<file path="src/rtl/seq_tiled_mul.sv">
// Sequential unsigned multiplier that accumulates one exact 2x2-bit tile product per clock.
// Optional macro SEQ_TILED_MUL_EARLY_EXIT_EN skips all-zero multiplier rows and trailing zero rows.
module seq_tiled_mul #(
    parameter int WIDTH = 8
) (
    input  logic                 clk,
    input  logic                 rst,
    input  logic                 in_valid,
    output logic                 in_ready,
    input  logic [WIDTH-1:0]     A,
    input  logic [WIDTH-1:0]     B,
    output logic                 out_valid,
    input  logic                 out_ready,
    output logic [2*WIDTH-1:0]   P,
    output logic                 busy
);
    localparam int N  = WIDTH / 2;
    localparam int IW = (N > 1) ? $clog2(N) : 1;

    generate
        if ((WIDTH % 2) != 0 || WIDTH < 4) begin : g_bad_width
            $error("seq_tiled_mul: WIDTH must be even and >= 4");
        end
    endgenerate

    typedef enum logic [1:0] {IDLE, RUN, DONE} state_t;

    state_t             state_reg, state_next;
    logic [WIDTH-1:0]   a_reg, a_next;
    logic [WIDTH-1:0]   b_reg, b_next;
    logic [2*WIDTH-1:0] acc_reg, acc_next;
    logic [2*WIDTH-1:0] partial;
    logic [IW-1:0]      i_reg, i_next;
    logic [IW-1:0]      j_reg, j_next;
    logic [IW:0]        digit_sum;
    logic [1:0]         a_dig [N];
    logic [1:0]         b_dig [N];

    // Exact 2x2 product; the widest tile is 3*3 = 9, which fits in 4 bits.
    function automatic logic [3:0] tile(input logic [1:0] x, input logic [1:0] y);
        tile = {2'b00, x} * {2'b00, y};
    endfunction

    generate
        for (genvar gi = 0; gi < N; gi++) begin : g_digits
            assign a_dig[gi] = a_reg[2*gi +: 2];
            assign b_dig[gi] = b_reg[2*gi +: 2];
        end
    endgenerate

`ifdef SEQ_TILED_MUL_EARLY_EXIT_EN
    logic b_rest_zero [N];
    generate
        for (genvar gi = 0; gi < N; gi++) begin : g_rest_zero
            assign b_rest_zero[gi] = (b_reg[WIDTH-1:2*gi] == '0);
        end
    endgenerate
`endif

    // Digit (i,j) has weight 4^(i+j): shift the tile left by 2*(i+j).
    assign digit_sum = {1'b0, i_reg} + {1'b0, j_reg};
    assign partial   = {{(2*WIDTH-4){1'b0}}, tile(a_dig[i_reg], b_dig[j_reg])} << {digit_sum, 1'b0};

    always_ff @(posedge clk or posedge rst) begin
        if (rst) begin
            state_reg <= IDLE;
            a_reg     <= '0;
            b_reg     <= '0;
            acc_reg   <= '0;
            i_reg     <= '0;
            j_reg     <= '0;
        end else begin
            state_reg <= state_next;
            a_reg     <= a_next;
            b_reg     <= b_next;
            acc_reg   <= acc_next;
            i_reg     <= i_next;
            j_reg     <= j_next;
        end
    end

    always_comb begin
        state_next = state_reg;
        a_next     = a_reg;
        b_next     = b_reg;
        acc_next   = acc_reg;
        i_next     = i_reg;
        j_next     = j_reg;
        case (state_reg)
            IDLE: begin
                if (in_valid) begin
                    a_next     = A;
                    b_next     = B;
                    acc_next   = '0;
                    i_next     = '0;
                    j_next     = '0;
                    state_next = RUN;
                end
            end
            RUN: begin
`ifdef SEQ_TILED_MUL_EARLY_EXIT_EN
                if (i_reg == '0 && b_dig[j_reg] == 2'b00) begin
                    if (b_rest_zero[j_reg])
                        state_next = DONE;
                    else
                        j_next = j_reg + 1'b1;
                end else begin
`endif
                    acc_next = acc_reg + partial;
                    if (i_reg == IW'(N-1)) begin
                        i_next = '0;
                        if (j_reg == IW'(N-1))
                            state_next = DONE;
                        else
                            j_next = j_reg + 1'b1;
                    end else begin
                        i_next = i_reg + 1'b1;
                    end
`ifdef SEQ_TILED_MUL_EARLY_EXIT_EN
                end
`endif
            end
            DONE: begin
                if (out_ready)
                    state_next = IDLE;
            end
            default: state_next = IDLE;
        endcase
    end

    assign in_ready  = (state_reg == IDLE);
    assign busy      = (state_reg == RUN);
    assign out_valid = (state_reg == DONE);
    assign P         = acc_reg;

endmodule
</file>
<file path="config.mk">
export PLATFORM = sky130hd
export DESIGN_NAME = seq_tiled_mul
export DESIGN_NICKNAME = d
export VERILOG_FILES = /design/src/rtl/seq_tiled_mul.sv
export SDC_FILE = /design/constraint.sdc
export NUM_CORES = 1
export LEC_CHECK = 0
export ABC_CLOCK_PERIOD_IN_PS = 6200
export BUFFER_PORTS_ARGS = -buffer_cell sky130_fd_sc_hd__buf_2
export CAP_MARGIN = 0
export CORE_UTILIZATION = 62
export CTS_CLUSTER_DIAMETER = 120
export DETAILED_ROUTE_END_ITERATION = 12
export GPL_TIMING_DRIVEN = 0
export PLACE_DENSITY = 0.86
export SETUP_SLACK_MARGIN = 0.3
export SYNTH_ARGS = -nofsm -noshare
export SYNTH_HDL_FRONTEND = slang
export SYNTH_SLANG_ARGS = --single-unit
</file>
<file path="constraint.sdc">
create_clock -name clk -period 6.2 [get_ports clk]
set_clock_uncertainty 0.1 [all_clocks]
set_input_delay 1.24 -clock clk [delete_from_list [all_inputs] [get_ports clk]]
set_output_delay 1.24 -clock clk [all_outputs]
set_load 0.005 [all_outputs]
</file>
==> impl_results.md, run 1 <==
* R2R depth at 14
* Status: complete, no violations
* Nets at just under 400
* Slew at the pin with the worst max-slew slack at 0.818 ns
* # IOs at 39
* Post-Synth Adder-Cell Area at 11.1%
* Area of the die at approximately 4500 um^2
* Post-synthesis sequential area ratio at around 36%
* Hold_buf cts at 0
* P_leak at 1.47 nW
* Vias at 2435
* Area post-placement at 2870 um^2
* Combinational family with the most area after synthesis: simple AND/OR/NAND/NOR gates
* Fin. max-slew vios at 0
* Initial antenna violation count at 0
* FF-to-FF End: P[15]
* HPWL after detailed placement at 4.77 mm
* Seq cells post-synth at 38
* Setup violations, final at 0
* Crit start category: register
* N_diodes at 0
* Cells after synthesis at 308
* Hold Crit Depth at 2
* CP Max Fanout at 6
* Final-report hold violation count at 0
* Post-route insts no fill at between 400 and 500
* RSZ-0062 raised after global routing: false
* Async SR Flop Fraction at 100%
* Syn Nets at 350
* FILL cells at 318
* Reg2reg setup slack at between 1.5 and 2 ns
* Tightest Hold Check Type: reg2reg
* Worst r2r src: i_reg[0]
* Placed insts at 396
* Fin crit share at 68.5%
* WHS at around 0.38 ns
* GRT Util Overall at 32.0%
* Met3 Routed Length at about 400 um
* Tmin final at 4.25 ns
* Max IR drop VDD at about 0.00034 V
* Wirelength, routed at 6.35 mm
* Cell Pwr Density at around 480 nW/um^2
* Port Buffers at 38
* Grt ovf at 0
* Vias in the first global route at around 2400
* Xor/xnor cell area share of the yosys netlist at 3.35%
* EDFF count, synth at 0
* DIE WIDTH at 66.9 um
* Highest clock rate at 0.235 GHz
* Clock transition at path regs at 0.08 ns
* Final GP Congestion at approximately 0.94
* DRT Pass-1 Iters at 5
* Largest net degree at the start of global routing at 39
* Post-CTS Setup Repair Bufs at 0
* Worst Setup Path Type: reg2reg
* Highest metal layer with signal wires: met4
* Iter 0 DRT Violations at 158
* Mux cell area share after synthesis at 4.98%
* Total CTS buffers at 5
* WP data required at 6.31 ns
* Drt drc at 0
* Synth Area in Simple Gates at 24.4%
* Relative slew slack at 45.4%
* CTS tree: built
* Length of routed met2 wiring at 3.20 mm
* CTS Buffer Depth at 2
* CTS sink count at 38
* Synth Area in Compound Gates at 16.3%
* Post-Route M1 WL at 2.67 mm
* Initial core utilization at between 60% and 70%
* Synthesized area per cell at 8.49 um^2
* Worst min-delay path startpoint: b_reg[6]
* Crit path launch: i_reg[0]
* Clk_lat worst skew at about 0.3 ns
* Finished Cell Area at 2960 um^2
* Post-CTS resize count at 0
* Synth unique cells at 46
* Max reg flops at 16
* Endpoint, Worst Hold: b_reg[6]
* Max Cap Violations at 0
* Setup TNS at 0 ns
* Core area at 4030 um^2
* Row count at 23
* Crit end category: register
* Avg WL per Cell at 15.7 um
* ANT nets after route at 0
* Vias per inst at ~6.0
* First-pass GRT wire length at 10.5 mm
* WP data arrival at roughly 4.4 ns
* Cell Area, Synth at 2620 um^2
* H-tree lvl count at 2
* Clock root buffer: clkbuf_8
* Layout cells sized above 1 at 16.4%
* Die height at 66.9 um
* Synth warn at 0
* Area grow syn2layout at 13.3%
* Top FF cell, synth: dfrtp_1
## cell usage in the layout (no fill, tap or decap), drive strengths merged, types with 11 or more instances in the layout
master / instances
a21oi: 15
buf: 42
clkbuf: 15
dfrtp: 38
ha: 20
inv: 11
nand2: 76
nand3: 16
nor2: 15
o21ai: 22
## report_power, final
group	switching, W	internal, W
registers	0.0000847	0.000355
clock network	0.0000930	0.0000895
logic	0.000471	0.000327
## routing by layer
layer	vias to the layer above	global-route usage, %
li1	1170	-
met3	14	4.79
met2	106	56.4
met1	1145	39.7
met5	-	0
met4	0	10.4
## final cells by class
class | count | area, um^2 | share of cell area, %
buffer | 13 | 50.0 | 1.69
clock buffer | 6 | 82.6 | 2.79
clock inverter | 2 | 12.5 | 0.422
inverter | 11 | 41.3 | 1.39
multi-input combinational | 246 | 1570 | 53.1
sequential | 38 | 951 | 32.1
tap | 50 | 62.6 | 2.11
timing repair buffer | 38 | 190 | 6.42
## critical path, cell delays in order, from the launching register on
cell and delay (ns):
dfrtp_1 0.50, mux4_2 0.59, and2_1 0.17, ha_1 0.19, ha_1 0.31, nor2b_1 0.14
a31oi_1 0.34, nor2_1 0.11, ha_1 0.35, a21oi_1 0.29, o21ai_1 0.16, a221oi_1 0.40
o41ai_4 0.17, xnor2_1 0.16, o211ai_1 0.18
## synthesized netlist by cell type (8+ instances only)
library cell	instances	area [um^2]
a21oi_1	15	75.1
clkbuf_1	9	33.8
dfrtp_1	38	951
ha_1	20	250
inv_1	11	41.3
nand2_1	76	285
nand3_1	16	80.1
nor2_1	15	56.3
o21ai_0	14	70.1
o21ai_1	8	40.0
## how the worst max path moves through the flow
stage / to / cells past startpoint
2_1_floorplan: P[15] / 14
3_3_place_gp: P[15] / 14
3_5_place_dp: P[15] / 14
4_1_cts: P[15] / 14
5_1_grt: P[15] / 14
6_report: P[15] / 14
## per-stage QoR
stage / setup WS [ns] / util [%] / power (W)
floorplan: 2.46 / - / 0.00101
CTS: 1.97 / 73.5 / 0.00141
global placement: 2.05 / 71.2 / 0.00118
global route: 1.66 / 73.5 / 0.00154
finish: 1.95 / 73.5 / 0.00142
detailed placement: 2.00 / 71.2 / 0.00123
## kinds of logic after synthesis
logic type | count (synthesis)
DFF | 38
and+or+nand+nor | 141
muxes | 8
AOI/OAI and AO/OA | 65
adders and majority gates | 22
xor gates and xnor gates | 10
buffers and inverters | 24
Note: power is estimated with default switching activity, not from simulation.
==> run 2: changes to the inputs <==
ABC_AREA = 1   (was unset)
ABC_CLOCK_PERIOD_IN_PS = 3580   (was 6200)
CORE_UTILIZATION = 52   (was 62)
PLACE_DENSITY = 0.76   (was 0.86)
clock period = 3.58 ns   (was 6.2 ns; I/O delays follow)
==> impl_results.md, run 2 <==
* DIE WIDTH at around 76 um
* Total CTS buffers at 5
* Most common cell after layout, fill and taps aside: nand2_1
* Wirelength, routed at 6.61 mm
* Clock root buffer: clkbuf_8
* Async SR Flop Fraction at 100%
* WHS at 0.380 ns
* Final-report hold violation count at 0
* Initial antenna violation count at 0
* Area grow syn2layout at 18.8%
* Fin crit share at slightly below 90%
* N_diodes at 0
* Max Cap Violations at 0
* Grt ovf at 0
* Most frequent cells in the layout: nand2_1 (178), inv_1 (58), buf_2 (39)
* Worst Setup Path Type: reg2reg
* Cell Pwr Density at 1030 nW/um^2
* DRT Pass-1 Iters at 4
* Placed insts at 539
* WP data required at 3.67 ns
* Slew at the pin with the worst max-slew slack at slightly above 0.8 ns
* CP Max Fanout at 5
* Synthesized area per cell at 6.62 um^2
* EDFF count, synth at 0
* Worst min-delay path startpoint: a_reg[3]
* WP data arrival at between 3 and 4 ns
* Tightest Hold Check Type: reg2reg
* ANT nets after route at 0
* First-pass GRT wire length at 11.2 mm
* Max IR drop VDD at 0.000476 V
* RSZ-0062 raised after global routing: false
* Row count at 26
* Post-route insts no fill at approximately 550
* Tmin final at about 3.1 ns
* Setup TNS at 0 ns
* Clock transition at path regs at roughly 0.08 ns
* Relative slew slack at about 46%
* Port Buffers at 38
* P_leak at 1.92 nW
* HPWL after detailed placement at 4.84 mm
* CTS Buffer Depth at 2
* Post-synthesis sequential area ratio at between 30% and 40%
* Status: complete, no violations
* Hold Crit Depth at 2
* # IOs at 39
* Area of the die at 5790 um^2
* Endpoint, Worst Hold: a_reg[3]
* FF-to-FF End: P[14]
* Seq cells post-synth at 38
* H-tree lvl count at 2
* Cells after synthesis at 431
* Syn Nets at 473
* Setup violations, final at 0
* Synth warn at 0
* Core area at 5200 um^2
* Vias at 2734
* Vias in the first global route at 2578
* Multi-input gate area at about 1700 um^2
* GRT Util Overall at 24.1%
* Nets at 520
* Layout cells sized above 1 at 19.4%
* Top-count cell post-synth: nand2_1
* Die height at 76.1 um
* Largest cells by area after synthesis: dfrtp_1 (33%), nand2_1 (24%), ha_1 (8.8%)
* Vias per inst at 4.98
* Top FF cell, synth: dfrtp_1
* Drt drc at 0
* CTS tree: built
* Synth top area share at roughly a third
* Highest clock rate at 0.318 GHz
* Max reg flops at 16
* Final GP Congestion at 0.851
* Iter 0 DRT Violations at 97
* Crit end category: register
* Cell Area, Synth at about 2900 um^2
* Clk_lat worst skew at ~0.29 ns
* Fin. max-slew vios at 0
* Reg area at 953 um^2
* Worst r2r src: i_reg[0]
* Crit start category: register
* R2R depth at 19
* Reg2reg setup slack at 0.44 ns
* Most frequent cells after synthesis: nand2_1 (184), inv_1 (60), nor2_1 (40)
* FILL cells at 492
* Synth unique cells at 30
* CTS sink count at 38
* Final Power at 0.00348 W
* Avg WL per Cell at 12.0 um
* Initial core utilization at 54.8%
* Yosys top cell by area: dfrtp_1
* Largest net degree at the start of global routing at 39
-- run 2: cell count changes after synthesis, sizes merged, moves of 5 or more --
cell,delta
o21ai,-8
nand2b,-6
clkbuf,-8
nor2b,-6
nor3b,-5
xnor2,-5
nand2,+109
inv,+54
nand3,+12
nor2,+28
-- run 2: cells by family (layout without fill, tap and decap cells) --
kind of cell	Yosys count	in the layout	share of synthesized area [%]
AOI/OAI and AO/OA	33	33	6.44
xor gates and xnor gates	1	1	0.307
adders and majority gates	22	22	10.2
buffers and inverters	70	118	10.8
DFF	38	38	33.3
and+or+nand+nor	267	267	39.0
-- run 2: timing repair --
item / 4_1_cts / 5_1_grt
resized for setup: 2 / 27
pin swaps: 0 / 5
setup endpoints to repair: 8 / 12
buffers inserted: 0 / 2
hold buffers: 0 / 0
-- run 2: routing by layer --
metal  track usage [%]  routed length, um  part of all wire, %
met1              27.9               2930                   44
met3              3.47                184                  2.8
met4              8.08                 89                  1.3
met5                 0                  0                    0
met2              45.3               3410                   52
-- run 2: layout make-up --
cell class | instances | share of cell area, %
tap | 70 | 2.58
sequential | 38 | 28.1
inverter | 65 | 7.42
timing repair buffer | 40 | 5.98
clock buffer | 5 | 2.03
buffer | 5 | 1.66
multi-input combinational | 323 | 50.2
clock inverter | 3 | 2.03
-- run 2: how the worst max path moves through the flow --
stage                     startpoint  endpoint  slack [ns]
after floorplan             i_reg[0]     P[12]        0.77
after CTS                   j_reg[0]     P[14]        0.33
final                       i_reg[0]     P[14]        0.44
after detailed placement    j_reg[0]     P[14]        0.17
after global placement      j_reg[0]     P[14]        0.30
after global routing        i_reg[0]     P[14]        0.22
-- run 2: power breakdown --
part	internal (W)	total (W)	switching, W
registers	0.000651	0.000821	0.000170
logic	0.000844	0.00221	0.00137
clock network	0.000279	0.000447	0.000168
-- run 2: metrics by stage --
step / worst slack (ns) / utilization (%) / cell area, um^2
after global routing: 0.219 / 65.1 / 3390
after CTS: 0.330 / 62.8 / 3270
after detailed placement: 0.166 / 60.2 / 3130
after floorplan: 0.770 / - / 2850
after global placement: 0.301 / 60.2 / 3130
final: 0.437 / 65.1 / 3390
-- run 2: critical path, stage by stage (launching register included) --
cell and delay [ns]:
dfrtp_2 0.41, buf_4 0.16, nand2_1 0.06, o21ai_0 0.09, a21oi_2 0.18, nor2_1 0.06, ha_1 0.18, ha_1 0.30
nand2_2 0.09, nor2_2 0.04, a31oi_2 0.20, nor2_2 0.06, ha_2 0.38, nand2_1 0.12, nor3_1 0.27, nand2_2 0.11
nand2_1 0.08, nand2_1 0.04, nand3_1 0.06, nand2_1 0.06
